File: config.mk
export PLATFORM = sky130hd
export DESIGN_NAME = if_irq_req
export DESIGN_NICKNAME = d
export VERILOG_FILES = /design/src/rtl/if_irq_req.sv
export SDC_FILE = /design/constraint.sdc
export NUM_CORES = 1
export LEC_CHECK = 0
export ABC_CLOCK_PERIOD_IN_PS = 1400
export CAP_MARGIN = 25
export CORE_UTILIZATION = 35
export CTS_BUF_LIST = sky130_fd_sc_hd__clkbuf_4 sky130_fd_sc_hd__clkbuf_8
export CTS_CLUSTER_SIZE = 16
export DETAILED_ROUTE_END_ITERATION = 10
export SYNTH_ARGS = -nofsm -noshare
export SYNTH_HDL_FRONTEND = slang
export SYNTH_SLANG_ARGS = --single-unit
File: constraint.sdc
create_clock -name clk -period 1.4 [get_ports clk]
set_input_delay 0.14 -clock clk [delete_from_list [all_inputs] [get_ports clk]]
set_output_delay 0.14 -clock clk [all_outputs]
set_load 0.02 [all_outputs]
File: src/rtl/if_irq_req.sv
// Asynchronous-exception request generator between the timer/interrupt sources and fetch.
// Optional macro EXT_IRQ_SYNC_EN adds a 2-flop synchroniser on ext_irq.
module if_irq_req #(
   parameter int HOLDOFF = 2
) (
   input  logic       clk,
   input  logic       reset,
   input  logic       dec_trigger,
   input  logic       ext_irq,
   input  logic       msr_ee,
   input  logic       fetch_inject,
   input  logic       exc_ack,
   input  logic       exc_flush,
   output logic       exc_req,
   output logic [1:0] exc_type,
   output logic       dec_pending
);

   typedef enum logic [1:0] {
      IDLE   = 2'd0,
      REQ    = 2'd1,
      FLIGHT = 2'd2
   } state_t;

   localparam logic [1:0] TYPE_NONE = 2'b00;
   localparam logic [1:0] TYPE_EXT  = 2'b01;
   localparam logic [1:0] TYPE_DEC  = 2'b10;

   state_t     state, state_nxt;
   logic [1:0] type_q, type_nxt, cand_type;
   logic [3:0] hold_cnt, hold_cnt_nxt;
   logic       dec_prev, dec_pend, dec_pend_nxt;
   logic       dec_set, dec_clr, load_hold;
   logic       ext_pend, src_live;

`ifdef EXT_IRQ_SYNC_EN
   logic ext_sync1, ext_sync2;

   always_ff @(posedge clk) begin
      if (reset) begin
         ext_sync1 <= 1'b0;
         ext_sync2 <= 1'b0;
      end else begin
         ext_sync1 <= ext_irq;
         ext_sync2 <= ext_sync1;
      end
   end

   assign ext_pend = ext_sync2;
`else
   assign ext_pend = ext_irq;
`endif

   // Only a low-to-high transition of the decrementer bit creates a new event.
   assign dec_set  = dec_trigger & ~dec_prev;
   assign src_live = (type_q == TYPE_EXT) ? ext_pend : dec_pend;

   always_comb begin
      cand_type = TYPE_NONE;
      if (ext_pend) begin
         cand_type = TYPE_EXT;
      end else if (dec_pend) begin
         cand_type = TYPE_DEC;
      end
   end

   always_comb begin
      state_nxt = state;
      type_nxt  = type_q;
      load_hold = 1'b0;
      dec_clr   = 1'b0;
      case (state)
         IDLE: begin
            type_nxt = TYPE_NONE;
            if ((cand_type != TYPE_NONE) && msr_ee && (hold_cnt == 4'd0)) begin
               state_nxt = REQ;
               type_nxt  = cand_type;
            end
         end
         REQ: begin
            // The latched type never changes here; a higher-priority source waits.
            if (fetch_inject) begin
               state_nxt = FLIGHT;
            end else if (!msr_ee || !src_live) begin
               state_nxt = IDLE;
               type_nxt  = TYPE_NONE;
            end
         end
         FLIGHT: begin
            if (exc_flush) begin
               state_nxt = IDLE;
               type_nxt  = TYPE_NONE;
               load_hold = 1'b1;
            end else if (exc_ack) begin
               state_nxt = IDLE;
               type_nxt  = TYPE_NONE;
               load_hold = 1'b1;
               dec_clr   = (type_q == TYPE_DEC);
            end
         end
         default: begin
            state_nxt = IDLE;
            type_nxt  = TYPE_NONE;
         end
      endcase
   end

   // A fresh edge in the same cycle as the commit must survive, so set beats clear.
   always_comb begin
      dec_pend_nxt = dec_pend;
      if (dec_set) begin
         dec_pend_nxt = 1'b1;
      end else if (dec_clr) begin
         dec_pend_nxt = 1'b0;
      end
   end

   always_comb begin
      hold_cnt_nxt = hold_cnt;
      if (load_hold) begin
         hold_cnt_nxt = 4'(HOLDOFF);
      end else if (hold_cnt != 4'd0) begin
         hold_cnt_nxt = hold_cnt - 4'd1;
      end
   end

   always_ff @(posedge clk) begin
      if (reset) begin
         state    <= IDLE;
         type_q   <= TYPE_NONE;
         hold_cnt <= 4'd0;
         dec_prev <= 1'b0;
         dec_pend <= 1'b0;
      end else begin
         state    <= state_nxt;
         type_q   <= type_nxt;
         hold_cnt <= hold_cnt_nxt;
         dec_prev <= dec_trigger;
         dec_pend <= dec_pend_nxt;
      end
   end

   assign exc_req     = (state == REQ);
   assign exc_type    = type_q;
   assign dec_pending = dec_pend;

endmodule

==> out/summary.txt <==
Core Rows: 13
Placed Cells: 81
Detail-routed net length per standard cell: 11.26 um
Vias in the first global route: 377
Critical Path End Type: primary output
Number of warning messages in the yosys log: 0
Number of buffers added on ports: 11
Number of top-level pins: 12
Starting density of the core: 37.21%
Post-Synthesis Mean Instance Area: 8.967 sq um
Fraction of the mapped netlist area in compound gates: 14.99%
Setup repair after global routing missed its margin: false
Critical path required time: 1.26 ns
Share of the synthesized netlist area taken by xor and xnor gates: 0%
Clk_skew: 0.005617 ns
Pin count of the biggest net entering global routing: 9
Number of register bits inferred by synthesis: 10
Sort of element at the start of the critical path: register
Synth Net Count: 62
Filler Cells Inserted: 145
CTS tree: done
Post-layout instance area: 641.9 sq um
Leading cell types in the layout, fill and taps excluded: sky130_fd_sc_hd__dfxtp_1, sky130_fd_sc_hd__nor2_1, sky130_fd_sc_hd__clkdlybuf4s50_1
Number of clock sinks seen by CTS: 10
Basic-gate share of the synthesized area counting and, or, nand and nor cells: 40.05%
Leakage power: 0.0002534 uW
Clock insertion delay at the later pin of the skew report: 0.27 ns
First-pass iteration count of the detailed router: 2
Share of the clock period used by the worst path: 92.50%
Number of inserted diodes: 0
Tightest Hold Check Type: in -> reg
Global-route wire length before repair: 1593 um
Post-layout nets: 79
Power density of the placed cells: 907.4 nW/um^2
Multiplexer share of the synthesized area: 2.067%
H-tree depth: 1
Register-to-register setup slack: 0.23 ns
Final ANT Viol Nets: 0
Post-Route WL: 946 um
Start point of the worst min-delay path: dec_trigger
Setup Total Neg Slack: 0 ns
Summed instance area of the synthesized netlist: 484.2 sq um
Area Growth Syn to Fin: 32.56%
Hpwl dp: 716.3 um
Combinational family with the most area after synthesis: simple AND/OR/NAND/NOR gates
Number of buffers created by CTS: 3
Cell depth of the worst min-delay path: 3
Critical path arrival: 1.15 ns
Total via count after detailed routing: 434
Final worst path period need: 1.295 ns
DIE HEIGHT: 39.20 um
Largest driver fanout on the critical path: 3
Endpoint of the worst hold path: dec_pending
R2r endpoint: state[0]
Leftover overflow at the end of global routing: 0
Area enclosed by the die boundary: 1536 sq um
Fmax: 0.7722 GHz
Worst R2R Path Depth: 4
Cells after synthesis: 54
Final hold violation count: 0
Final GP Congestion: 0.6721
Clock transition at the registers of the reported paths: 0.07 ns
Synth Flop Type: sky130_fd_sc_hd__dfxtp_1
Most common cell after layout, fill and taps aside: sky130_fd_sc_hd__dfxtp_1
Vias per Instance: 5.167
Number of maximum-capacitance violations: 0
Total global-route track usage: 15.85%
Starting DRC count in detailed routing: 9
Drt drc: 0
Maximum number of buffers from clock root to sink: 2
Reg2reg start: exc_type[0]
Fraction of layout cells with a size suffix above 1: 15.94%
Area inside the core boundary: 1301 sq um
Number of setup violations in the final report: 0
Async set-or-reset flop fraction in the synthesized netlist: 0%
Final Slew Violations: 0
Transition time of the tightest slew-check pin: 0.3281 ns
Buffer cell driving the clock tree root: sky130_fd_sc_hd__clkbuf_4
Number of enable-type register cells in the synthesized netlist: 0
Number of antenna violations at the first check in global routing: 0
Worst setup path class: reg -> out
Number of standard cells in the final layout excluding fillers: 84
Die W: 39.20 um
Max-slew headroom: 78.04%
Share of the yosys chip area belonging to registers: 41.34%
Area post-placement: 624.3 sq um
Status: complete, no violations
Maximum vdd ir drop: 0.0004534 V
Area share of fa/ha/maj cells after synthesis: 0%
Hold bufs inserted after CTS: 0
Library cells used by synthesis: 26
==> synth_stat cells, types with 2 or more instances <==
library cell | instances | area (sq um)
sky130_fd_sc_hd__nor2b_1 | 4 | 25.02
sky130_fd_sc_hd__nand2b_1 | 2 | 12.51
sky130_fd_sc_hd__nor3_2 | 3 | 30.03
sky130_fd_sc_hd__nand3_1 | 2 | 10.01
sky130_fd_sc_hd__nor3_1 | 3 | 15.01
sky130_fd_sc_hd__a21oi_1 | 2 | 10.01
sky130_fd_sc_hd__nor2_1 | 7 | 26.28
sky130_fd_sc_hd__o21ai_0 | 3 | 15.01
sky130_fd_sc_hd__nand2_1 | 2 | 7.510
sky130_fd_sc_hd__dfxtp_1 | 10 | 200.2
==> state kept, by name (all words and copies together) (netlist names) <==
register and cells:
dec_pending 1, dec_prev 1, exc_type 2, hold_cnt 4, state 2
==> critical path, stage by stage, from the launching register on <==
cell and delay (ns):
sky130_fd_sc_hd__dfxtp_1 0.34, sky130_fd_sc_hd__nor2b_1 0.20, sky130_fd_sc_hd__dlygate4sd2_1 0.35
==> worst max path at each step <==
| stage | startpoint | end | slack [ns] |
|---|---|---|---|
| after floorplan | exc_type[0] | state[0] | 0.24 |
| after global placement | ext_irq | exc_type[1] | 0.07 |
| after detailed placement | ext_irq | exc_type[1] | 0.04 |
| after CTS | state[0] | exc_req | 0.09 |
| after global routing | state[0] | exc_req | 0.02 |
| final | state[0] | exc_req | 0.11 |
==> area by class of cell <==
class	count	area, sq um	share of cell area, %
clock buffer	3	22.52	3.509
multi-input combinational	42	276.5	43.08
inverter	1	3.754	0.5848
sequential	10	200.2	31.19
timing repair buffer	13	120.1	18.71
tap	15	18.77	2.924
==> kinds of logic (layout without fill, tap and decap cells) <==
logic type,count (synthesis),after routing
compound gates,11,11
buf+inv,2,17
flops,10,10
mux,1,1
simple gates,30,30
==> power breakdown <==
group | switching (uW) | internal (uW)
Combinational | 39.2 | 43.5
Clock | 100 | 99.3
Sequential | 7.45 | 293
==> what timing repair did <==
item | 4_1_cts | 5_1_grt
endpoints found under the setup margin | 4 | 0
buffers inserted | 0 | 0
resized for setup | 4 | 0
==> through the flow <==
stage	hold WS [ns]	utilization, %	power, uW	setup WS, ns
after floorplan	0.2682	-	347.4	0.2373
after global placement	0.4738	47.98	394.5	0.06782
after global routing	0.4794	49.33	612.8	0.01997
final	0.4580	49.33	582.4	0.1050
after detailed placement	0.4774	47.98	393.9	0.03931
after CTS	0.4542	49.33	592.5	0.09120
==> metal layers <==
layer  vias up  track usage, %  routed length (um)
li1        229               -                   -
met1       194           23.79                 532
met2         9           19.17                 361
met3         2           6.936                  42
met4         0           5.172                  10
met5         -               0                   0
(Power assumes the default switching activity.)
